$ cat config.mk
export PLATFORM = sky130hd
export DESIGN_NAME = hazard_ctrl_flat
export DESIGN_NICKNAME = d
export VERILOG_FILES = /design/src/rtl/hazard_ctrl_if.sv /design/src/rtl/hazard_ctrl.sv /design/src/flat_wrapper.sv
export SDC_FILE = /design/constraint.sdc
export NUM_CORES = 1
export LEC_CHECK = 0
export ABC_AREA = 1
export CAP_MARGIN = 5
export CORE_MARGIN = 2
export CORE_UTILIZATION = 54
export CTS_CLUSTER_DIAMETER = 200
export DETAILED_ROUTE_END_ITERATION = 8
export GPL_ROUTABILITY_DRIVEN = 0
export MAX_ROUTING_LAYER = met4
export PLACE_DENSITY = 0.83
export SETUP_SLACK_MARGIN = 0.1
export SLEW_MARGIN = 40
export SYNTH_ARGS = -nofsm -noshare
export SYNTH_HDL_FRONTEND = slang
export SYNTH_SLANG_ARGS = --single-unit
$ cat constraint.sdc
create_clock -name clk -period 2.9 [get_ports clk]
set_input_delay 0.29 -clock clk [delete_from_list [all_inputs] [get_ports clk]]
set_output_delay 0.29 -clock clk [all_outputs]
set_load 0.01 [all_outputs]
$ cat src/rtl/hazard_ctrl_if.sv
// Hazard controller port bundle: ID-stage decode info and branch
// resolution in, stall/flush/forward controls and event counters out.
interface hazard_ctrl_if #(
    parameter int CNT_W = 16
);
    logic             id_valid;
    logic [4:0]       id_rs1;
    logic [4:0]       id_rs2;
    logic [4:0]       id_rd;
    logic             id_RegisterWrite;
    logic             id_ResultSourceSelect;
    logic             ex_BranchTaken;
    logic             StallF;
    logic             StallD;
    logic             FlushD;
    logic             FlushE;
    logic [1:0]       ForwardAE;
    logic [1:0]       ForwardBE;
    logic [CNT_W-1:0] stall_count;
    logic [CNT_W-1:0] flush_count;

    modport master (
        output id_valid, id_rs1, id_rs2, id_rd,
        output id_RegisterWrite, id_ResultSourceSelect,
        output ex_BranchTaken,
        input  StallF, StallD, FlushD, FlushE,
        input  ForwardAE, ForwardBE,
        input  stall_count, flush_count
    );

    modport slave (
        input  id_valid, id_rs1, id_rs2, id_rd,
        input  id_RegisterWrite, id_ResultSourceSelect,
        input  ex_BranchTaken,
        output StallF, StallD, FlushD, FlushE,
        output ForwardAE, ForwardBE,
        output stall_count, flush_count
    );
endinterface

$ cat src/rtl/hazard_ctrl.sv
// Five-stage pipeline hazard controller: register-use tag pipeline,
// EX operand forwarding, load-use stalls and taken-branch flushes.
module hazard_ctrl #(
    parameter int CNT_W = 16
) (
    input  logic         clk,
    input  logic         rst_n,
    hazard_ctrl_if.slave hz
);

    typedef struct packed {
        logic       v;
        logic [4:0] rs1;
        logic [4:0] rs2;
        logic [4:0] rd;
        logic       rw;
        logic       ld;
    } ex_tag_t;

    typedef struct packed {
        logic       v;
        logic [4:0] rd;
        logic       rw;
    } tag_t;

    ex_tag_t          ex_q;
    tag_t             mem_q;
    tag_t             wb_q;
    logic             lu;
    logic             br;
    logic             stall;
    logic [CNT_W-1:0] stall_cnt;
    logic [CNT_W-1:0] flush_cnt;

    function automatic logic [1:0] fwd_sel(
        input logic [4:0] rs,
        input tag_t       m,
        input tag_t       w
    );
        logic [1:0] sel;
        sel = 2'b00;
        if (m.v && m.rw && m.rd != 5'd0 && m.rd == rs)
            sel = 2'b10;
        else if (w.v && w.rw && w.rd != 5'd0 && w.rd == rs)
            sel = 2'b01;
        return sel;
    endfunction

    always_comb begin
        lu = hz.id_valid && ex_q.v && ex_q.ld
          && ex_q.rd != 5'd0
          && (ex_q.rd == hz.id_rs1 || ex_q.rd == hz.id_rs2);
    end

    // Branch input is masked while in reset so no flush leaks out
    assign br    = hz.ex_BranchTaken & rst_n;
    assign stall = lu & ~br;

    assign hz.StallF      = stall;
    assign hz.StallD      = stall;
    assign hz.FlushD      = br;
    assign hz.FlushE      = br | lu;
    assign hz.ForwardAE   = fwd_sel(ex_q.rs1, mem_q, wb_q);
    assign hz.ForwardBE   = fwd_sel(ex_q.rs2, mem_q, wb_q);
    assign hz.stall_count = stall_cnt;
    assign hz.flush_count = flush_cnt;

    always_ff @(posedge clk or negedge rst_n) begin
        if (!rst_n) begin
            ex_q      <= '0;
            mem_q     <= '0;
            wb_q      <= '0;
            stall_cnt <= '0;
            flush_cnt <= '0;
        end else begin
            wb_q  <= mem_q;
            mem_q <= '{v: ex_q.v, rd: ex_q.rd, rw: ex_q.rw};
            // A bubble carries all-zero fields, so it can never forward
            if (lu || br)
                ex_q <= '0;
            else
                ex_q <= '{v:   hz.id_valid,
                          rs1: hz.id_rs1,
                          rs2: hz.id_rs2,
                          rd:  hz.id_rd,
                          rw:  hz.id_RegisterWrite,
                          ld:  hz.id_ResultSourceSelect};
            if (stall && stall_cnt != '1)
                stall_cnt <= stall_cnt + 1'b1;
            if (br && flush_cnt != '1)
                flush_cnt <= flush_cnt + 1'b1;
        end
    end

endmodule

$ cat src/flat_wrapper.sv
// flat-port wrapper written by rule: the top's interface ports become plain ports
module hazard_ctrl_flat 
#(
    parameter int CNT_W = 16
)
  (clk, rst_n, hz_id_valid, hz_id_rs1, hz_id_rs2, hz_id_rd, hz_id_RegisterWrite, hz_id_ResultSourceSelect, hz_ex_BranchTaken, hz_StallF, hz_StallD, hz_FlushD, hz_FlushE, hz_ForwardAE, hz_ForwardBE, hz_stall_count, hz_flush_count);
  hazard_ctrl_if #(.CNT_W(CNT_W)) hz_i ();
  input  logic clk;
  input  logic rst_n;
  input wire logic [$bits(hz_i.id_valid)-1:0] hz_id_valid;
  input wire logic [$bits(hz_i.id_rs1)-1:0] hz_id_rs1;
  input wire logic [$bits(hz_i.id_rs2)-1:0] hz_id_rs2;
  input wire logic [$bits(hz_i.id_rd)-1:0] hz_id_rd;
  input wire logic [$bits(hz_i.id_RegisterWrite)-1:0] hz_id_RegisterWrite;
  input wire logic [$bits(hz_i.id_ResultSourceSelect)-1:0] hz_id_ResultSourceSelect;
  input wire logic [$bits(hz_i.ex_BranchTaken)-1:0] hz_ex_BranchTaken;
  output wire logic [$bits(hz_i.StallF)-1:0] hz_StallF;
  output wire logic [$bits(hz_i.StallD)-1:0] hz_StallD;
  output wire logic [$bits(hz_i.FlushD)-1:0] hz_FlushD;
  output wire logic [$bits(hz_i.FlushE)-1:0] hz_FlushE;
  output wire logic [$bits(hz_i.ForwardAE)-1:0] hz_ForwardAE;
  output wire logic [$bits(hz_i.ForwardBE)-1:0] hz_ForwardBE;
  output wire logic [$bits(hz_i.stall_count)-1:0] hz_stall_count;
  output wire logic [$bits(hz_i.flush_count)-1:0] hz_flush_count;
  assign hz_i.id_valid = hz_id_valid;
  assign hz_i.id_rs1 = hz_id_rs1;
  assign hz_i.id_rs2 = hz_id_rs2;
  assign hz_i.id_rd = hz_id_rd;
  assign hz_i.id_RegisterWrite = hz_id_RegisterWrite;
  assign hz_i.id_ResultSourceSelect = hz_id_ResultSourceSelect;
  assign hz_i.ex_BranchTaken = hz_ex_BranchTaken;
  assign hz_StallF = hz_i.StallF;
  assign hz_StallD = hz_i.StallD;
  assign hz_FlushD = hz_i.FlushD;
  assign hz_FlushE = hz_i.FlushE;
  assign hz_ForwardAE = hz_i.ForwardAE;
  assign hz_ForwardBE = hz_i.ForwardBE;
  assign hz_stall_count = hz_i.stall_count;
  assign hz_flush_count = hz_i.flush_count;
  hazard_ctrl #(.CNT_W(CNT_W)) u_core (.clk(clk), .rst_n(rst_n), .hz(hz_i));
endmodule
# ---- Word level (Yosys, flattened, before mapping)
# Cells that the tools add are included.
dict set report word_totals {
  reg_bits 64
  in_bits 21
  output_inout_bits 40
  wordCells 52
}
dict set report op_classes {
  addsub 2
  eq_ne 8
  mux 5
  bitwise_logic 4
  n_reduce_logical 19
}
# operator count
set op_table {}
lappend op_table {{$add 16x1->16 const B} 2}
lappend op_table {{$ne 16x16->1 const B} 2}
lappend op_table {{$eq 5x5->1} 6}
lappend op_table {{$mux 18} 1}
lappend op_table {{$reduce_bool 5->1} 3}
lappend op_table {{$logic_and 1x1->1} 14}
lappend op_table {{$mux 2} 2}
lappend op_table {{$and 1x1->1} 2}
lappend op_table {{$logic_or 1x1->1} 2}
lappend op_table {{$mux 1} 2}
lappend op_table {{$not 1->1} 1}
lappend op_table {{$or 1x1->1} 1}

# ---- Logic depth before layout (Yosys ltp)
dict set report depth {
  depth_word 6
  depth_mapped 11
  depth_no_buf 10
}

# ---- Worst setup path after synthesis
# Ideal clock, no wire load.
dict set report synth_timing {
  kind {register to output}
  from {register u_core.mem_q[3] in the netlist's numbering}
  to {output hz_ForwardBE[0]}
  t_arrival_ps 1271
  required_time_ps 2610
  slack_ps 1339
  path_stages_with_launch 5
  n_path_buf 0
  path_cell_list {dfrtp_1 > xnor2_1 > nand3_1 > nor4_1 > nor2_1}
}
dict set report synth_via {
  elab_chain_cells 4
  word_cells_on_any_way 5
  cone_classes {eq/ne: 1; mux: 1; reduce/logical: 3}
}
# element line_no
set synth_lines {}
lappend synth_lines {{from (decl)} hazard_ctrl.sv:27} ;# tag_t mem_q;
lappend synth_lines {{from (signal assigned)} hazard_ctrl.sv:77} ;# mem_q <= '{v: ex_q.v, rd: ex_q.rd, rw: ex_q.rw};
lappend synth_lines {{$reduce_bool 5->1} hazard_ctrl.sv:42} ;# if (m.v && m.rw && m.rd != 5'd0 && m.rd == rs)
lappend synth_lines {{$logic_and 1x1->1} hazard_ctrl.sv:42}
lappend synth_lines {{$logic_and 1x1->1 *} hazard_ctrl.sv:42}
lappend synth_lines {{$mux 2 *} hazard_ctrl.sv:42}
lappend synth_lines {{to (decl)} flat_wrapper.sv:22} ;# output wire logic [$bits(hz_i.ForwardBE)-1:0] hz_ForwardBE;
# Every way passes the cells marked *; elsewhere a longest branch is shown, timed or not.

# ---- Worst setup path in the final report
dict set report layout_timing {
  from {register u_core.mem_q[3] in the netlist's numbering}
  to {output hz_ForwardBE[1]}
}
# Same word-level chain as after synthesis.

==> results.md <==
Run status
• run status: complete, no violations

Placed design
• pre-CTS setup slack: 584.6 ps
• Final HPWL DP: 4990 um
• number of cells in the design after placement: 518
• count of port buffers added during placement: 60

Worst setup path
• data arrival time at the worst-slack endpoint: 2140 ps
• worst-path maximum fanout: 4
• highest cell delay on the worst timing path: 630 ps
• reg-to-reg startpoint: u_core.hz.flush_count[1]
• destination of the worst register-to-register timing path: u_core.hz.flush_count[9]
• FF-to-FF path depth: 8
• count of buffering cells on the critical path with inverters included: 1
• CP Data Required Time: 2610 ps
• master of the slowest instance on the critical path: sky130_fd_sc_hd__clkdlybuf4s50_1
• Critical Path Sink Type: output pin
• cell type group with the largest total delay on the critical path: buffers and inverters
• Critical Path Source Type: flop
• worst-path cell chain: xnor2_1 > nand3_1 > nor4_1 > clkdlybuf4s50_1
• reg-to-reg setup timing slack: 960 ps
• Crit Path Category: reg -> out

Floorplan
• number of placement rows: 28
• effective utilization at floorplan: 54.93%
• Chip Height: 80.91 um
• die footprint: 0.006546 mm^2
• core footprint: 0.005816 mm^2
• x dimension of the die: 80.91 um
• num ports: 61

Synth
• instance count of the mapped netlist: 387
• syn_nets: 410
• count leader, synth: sky130_fd_sc_hd__nand2_1
• Avg Inst Size Synth: 8.254 um^2
• cell type contributing the most total cell area after synthesis: sky130_fd_sc_hd__dfrtp_1
• count of flip-flops with a built-in enable after synthesis: 0
• register area share after synthesis: 50.14%
• netlist area before placement: 0.003194 mm^2
• number of flip-flops and latches in the synthesized netlist: 64
• share of Yosys cell area claimed by the top area cell type: 50.14%
• largest cells by area after synthesis: sky130_fd_sc_hd__dfrtp_1 50%, sky130_fd_sc_hd__nand2_1 14%, sky130_fd_sc_hd__xnor2_1 6.9%, sky130_fd_sc_hd__xor2_1 6.9%, sky130_fd_sc_hd__nor2_1 6.5%
• number of different library cells in the post-synthesis netlist: 23
• yosys synthesis warning count: 0
• most used flip-flop cell after synthesis: sky130_fd_sc_hd__dfrtp_1
• Synth top cells by count: 123 x sky130_fd_sc_hd__nand2_1, 64 x sky130_fd_sc_hd__dfrtp_1, 55 x sky130_fd_sc_hd__nor2_1
• Synth async-reset ratio: 100.0%

Route
• via count: 2650
• count of routing violations after the opening detailed-route iteration: 102
• DR pass1 iterations: 4
• routed length per instance: 12.70 um
• count of unresolved DRC violations after routing: 0
• number of antenna-violating nets in the routed design: 0
• Vias per Instance: 4.972
• total wire length: 6771 um

Power and ir drop
• power density over the cells: 524.8 mW/mm^2
• Int Pwr: 1.564 mW
• Comb power frac: 15.9%
• share of power burned in registers: 49.6%
• switching share of power: 26.37%
• net load switching power: 560.4 uW
• leakage power of the design: 1.908 nW
• maximum vdd drop: 0.4105 mV
• Clk pwr share: 34.5%

Timing
• period utilisation layout: 83.65%
• Worst-Margin Slew: 550.7 ps
• hold_ws: 74.54 ps
• count of final max-slew check failures: 0
• Setup Total Neg Slack: 0 ps
• Final Worst Setup Slack: 474.0 ps
• setup repair after global routing missed its margin: false
• top achievable clock speed: 0.4122 GHz
• tightest slew margin relative to the limit: 63.28%
• shortest period the worst path allows: 2426 ps
• final hold viol count: 0
• Worst Skew: 9.368 ps
• number of setup violations in the final report: 0

Final layout
• number of cells in the finished layout apart from fillers: 533
• filler instances: 460
• synthesis-to-layout area growth: 26.75%
• count of inserted antenna diode cells: 0
• net total in the final layout: 477
• proportion of layout cells with a drive suffix above 1: 5.459%

CTS
• Setup Fix Bufs, Post-CTS: 0
• Worst-path clk slew: 70 ps
• Inserted Clock Buffers: 9
• maximum count of clock buffers along a single path: 2
• number of resized instances in the post-cts repair step: 0
• number of buffers added to fix hold violations after cts: 0
• clock latency of the later-clocked register in the worst-skew pair: 330 ps
• total clock sinks: 64
• clock tree from TritonCTS: yes
• CTS H-tree depth: 3
• cell at the root of the clock tree: sky130_fd_sc_hd__clkbuf_8

Min path
• HP Class: in -> async

Global route
• global-route wire length before repair: 11570 um
• initial antenna violation count: 0
• maximum number of pins on one net before global-route repair: 65
• vias in the first global route: 2589
• total global-route track usage: 23.99%
• grt ovf: 0

Job
• max-cap violations: 0

[cell type report]
| cell class | instances | area [um^2] | area share (%) |
|---|---|---|---|
| sequential | 64 | 1602 | 39.56 |
| timing repair buffer | 62 | 614.3 | 15.17 |
| clock inverter | 3 | 42.54 | 1.051 |
| clock buffer | 12 | 145.1 | 3.585 |
| inverter | 40 | 150.1 | 3.708 |
| tap | 75 | 93.84 | 2.318 |
| multi-input combinational | 277 | 1401 | 34.61 |
[per-layer routing]
layer  vias to the layer above  part of all wire [%]  GRT usage (%)
met5                         -                     0              -
met4                         0                   1.0          9.492
met3                         8                   3.5          5.444
met2                        63                    50          39.26
met1                      1257                    46          28.95
li1                       1322                     -              -
[worst max-delay path by stage]
stage / startpoint / end / slack (ps) / depth (start not counted)
2_1_floorplan: u_core.mem_q[3] / hz_ForwardBE[0] / 1340 / 4
3_3_place_gp: hz_id_rs2[2] / hz_StallF / 640 / 10
3_5_place_dp: hz_id_rs2[2] / hz_StallD / 580 / 10
4_1_cts: u_core.mem_q[3] / hz_ForwardBE[1] / 460 / 4
5_1_grt: u_core.mem_q[3] / hz_ForwardBE[1] / 360 / 4
6_report: u_core.mem_q[3] / hz_ForwardBE[1] / 470 / 4
[cells by family (layout without fill, tap and decap cells)]
| group | Yosys count | count (layout) | synth area share [%] |
|---|---|---|---|
| AO/OA/AOI/OAI | 4 | 4 | 0.7050 |
| XOR/XNOR | 50 | 50 | 13.71 |
| adder cells (fa/ha/maj) | 2 | 2 | 0.7833 |
| buffers and inverters | 46 | 117 | 5.993 |
| flip-flops | 64 | 64 | 50.14 |
| AND/OR/NAND/NOR | 221 | 221 | 28.67 |
[power groups by stage]
stage / clock network, mW / logic, mW / registers (mW)
global route: 0.786 / 0.374 / 1.07
detailed placement: 0 / 0.338 / 1.07
floorplan: 0 / 0.146 / 1.07
finish: 0.734 / 0.337 / 1.05
global placement: 0 / 0.326 / 1.07
CTS: 0.747 / 0.340 / 1.05
[per-stage QoR]
step	util, %	power (mW)	cell area, um^2
after floorplan	-	1.220	3194
after global placement	66.33	1.391	3857
after detailed placement	66.33	1.410	3857
after CTS	69.56	2.142	4045
after global routing	69.62	2.229	4049
final	69.62	2.125	4049
[worst register-to-register path: stages, from the launching register on]
cell	delay [ps]
sky130_fd_sc_hd__dfrtp_1	410
sky130_fd_sc_hd__ha_1	170
sky130_fd_sc_hd__inv_1	60
sky130_fd_sc_hd__nor2_1	190
sky130_fd_sc_hd__nand4_1	130
sky130_fd_sc_hd__nand2_1	310
sky130_fd_sc_hd__inv_1	280
sky130_fd_sc_hd__nand2_1	140
sky130_fd_sc_hd__xor2_1	180
[placed cells by master (no fill, tap or decap), types with 2 or more instances in the layout]
cell type,instances
sky130_fd_sc_hd__nand2_1,123
sky130_fd_sc_hd__dfrtp_1,64
sky130_fd_sc_hd__clkdlybuf4s50_1,59
sky130_fd_sc_hd__nor2_1,55
sky130_fd_sc_hd__inv_1,35
sky130_fd_sc_hd__xnor2_1,25
sky130_fd_sc_hd__xor2_1,25
sky130_fd_sc_hd__nand3_1,18
sky130_fd_sc_hd__nor3_1,11
sky130_fd_sc_hd__clkbuf_8,10
sky130_fd_sc_hd__nand4_1,7
sky130_fd_sc_hd__inv_2,4
sky130_fd_sc_hd__o21ai_0,3
sky130_fd_sc_hd__nor4_1,2
sky130_fd_sc_hd__ha_1,2
sky130_fd_sc_hd__clkbuf_1,2
[state kept, by name (all words and copies together) (netlist names)]
register / count
u_core.ex_q: 18
u_core.wb_q: 7
u_core.hz.flush_count: 16
u_core.mem_q: 7
u_core.hz.stall_count: 16
No activity file was read; power rests on OpenSTA's default activity.
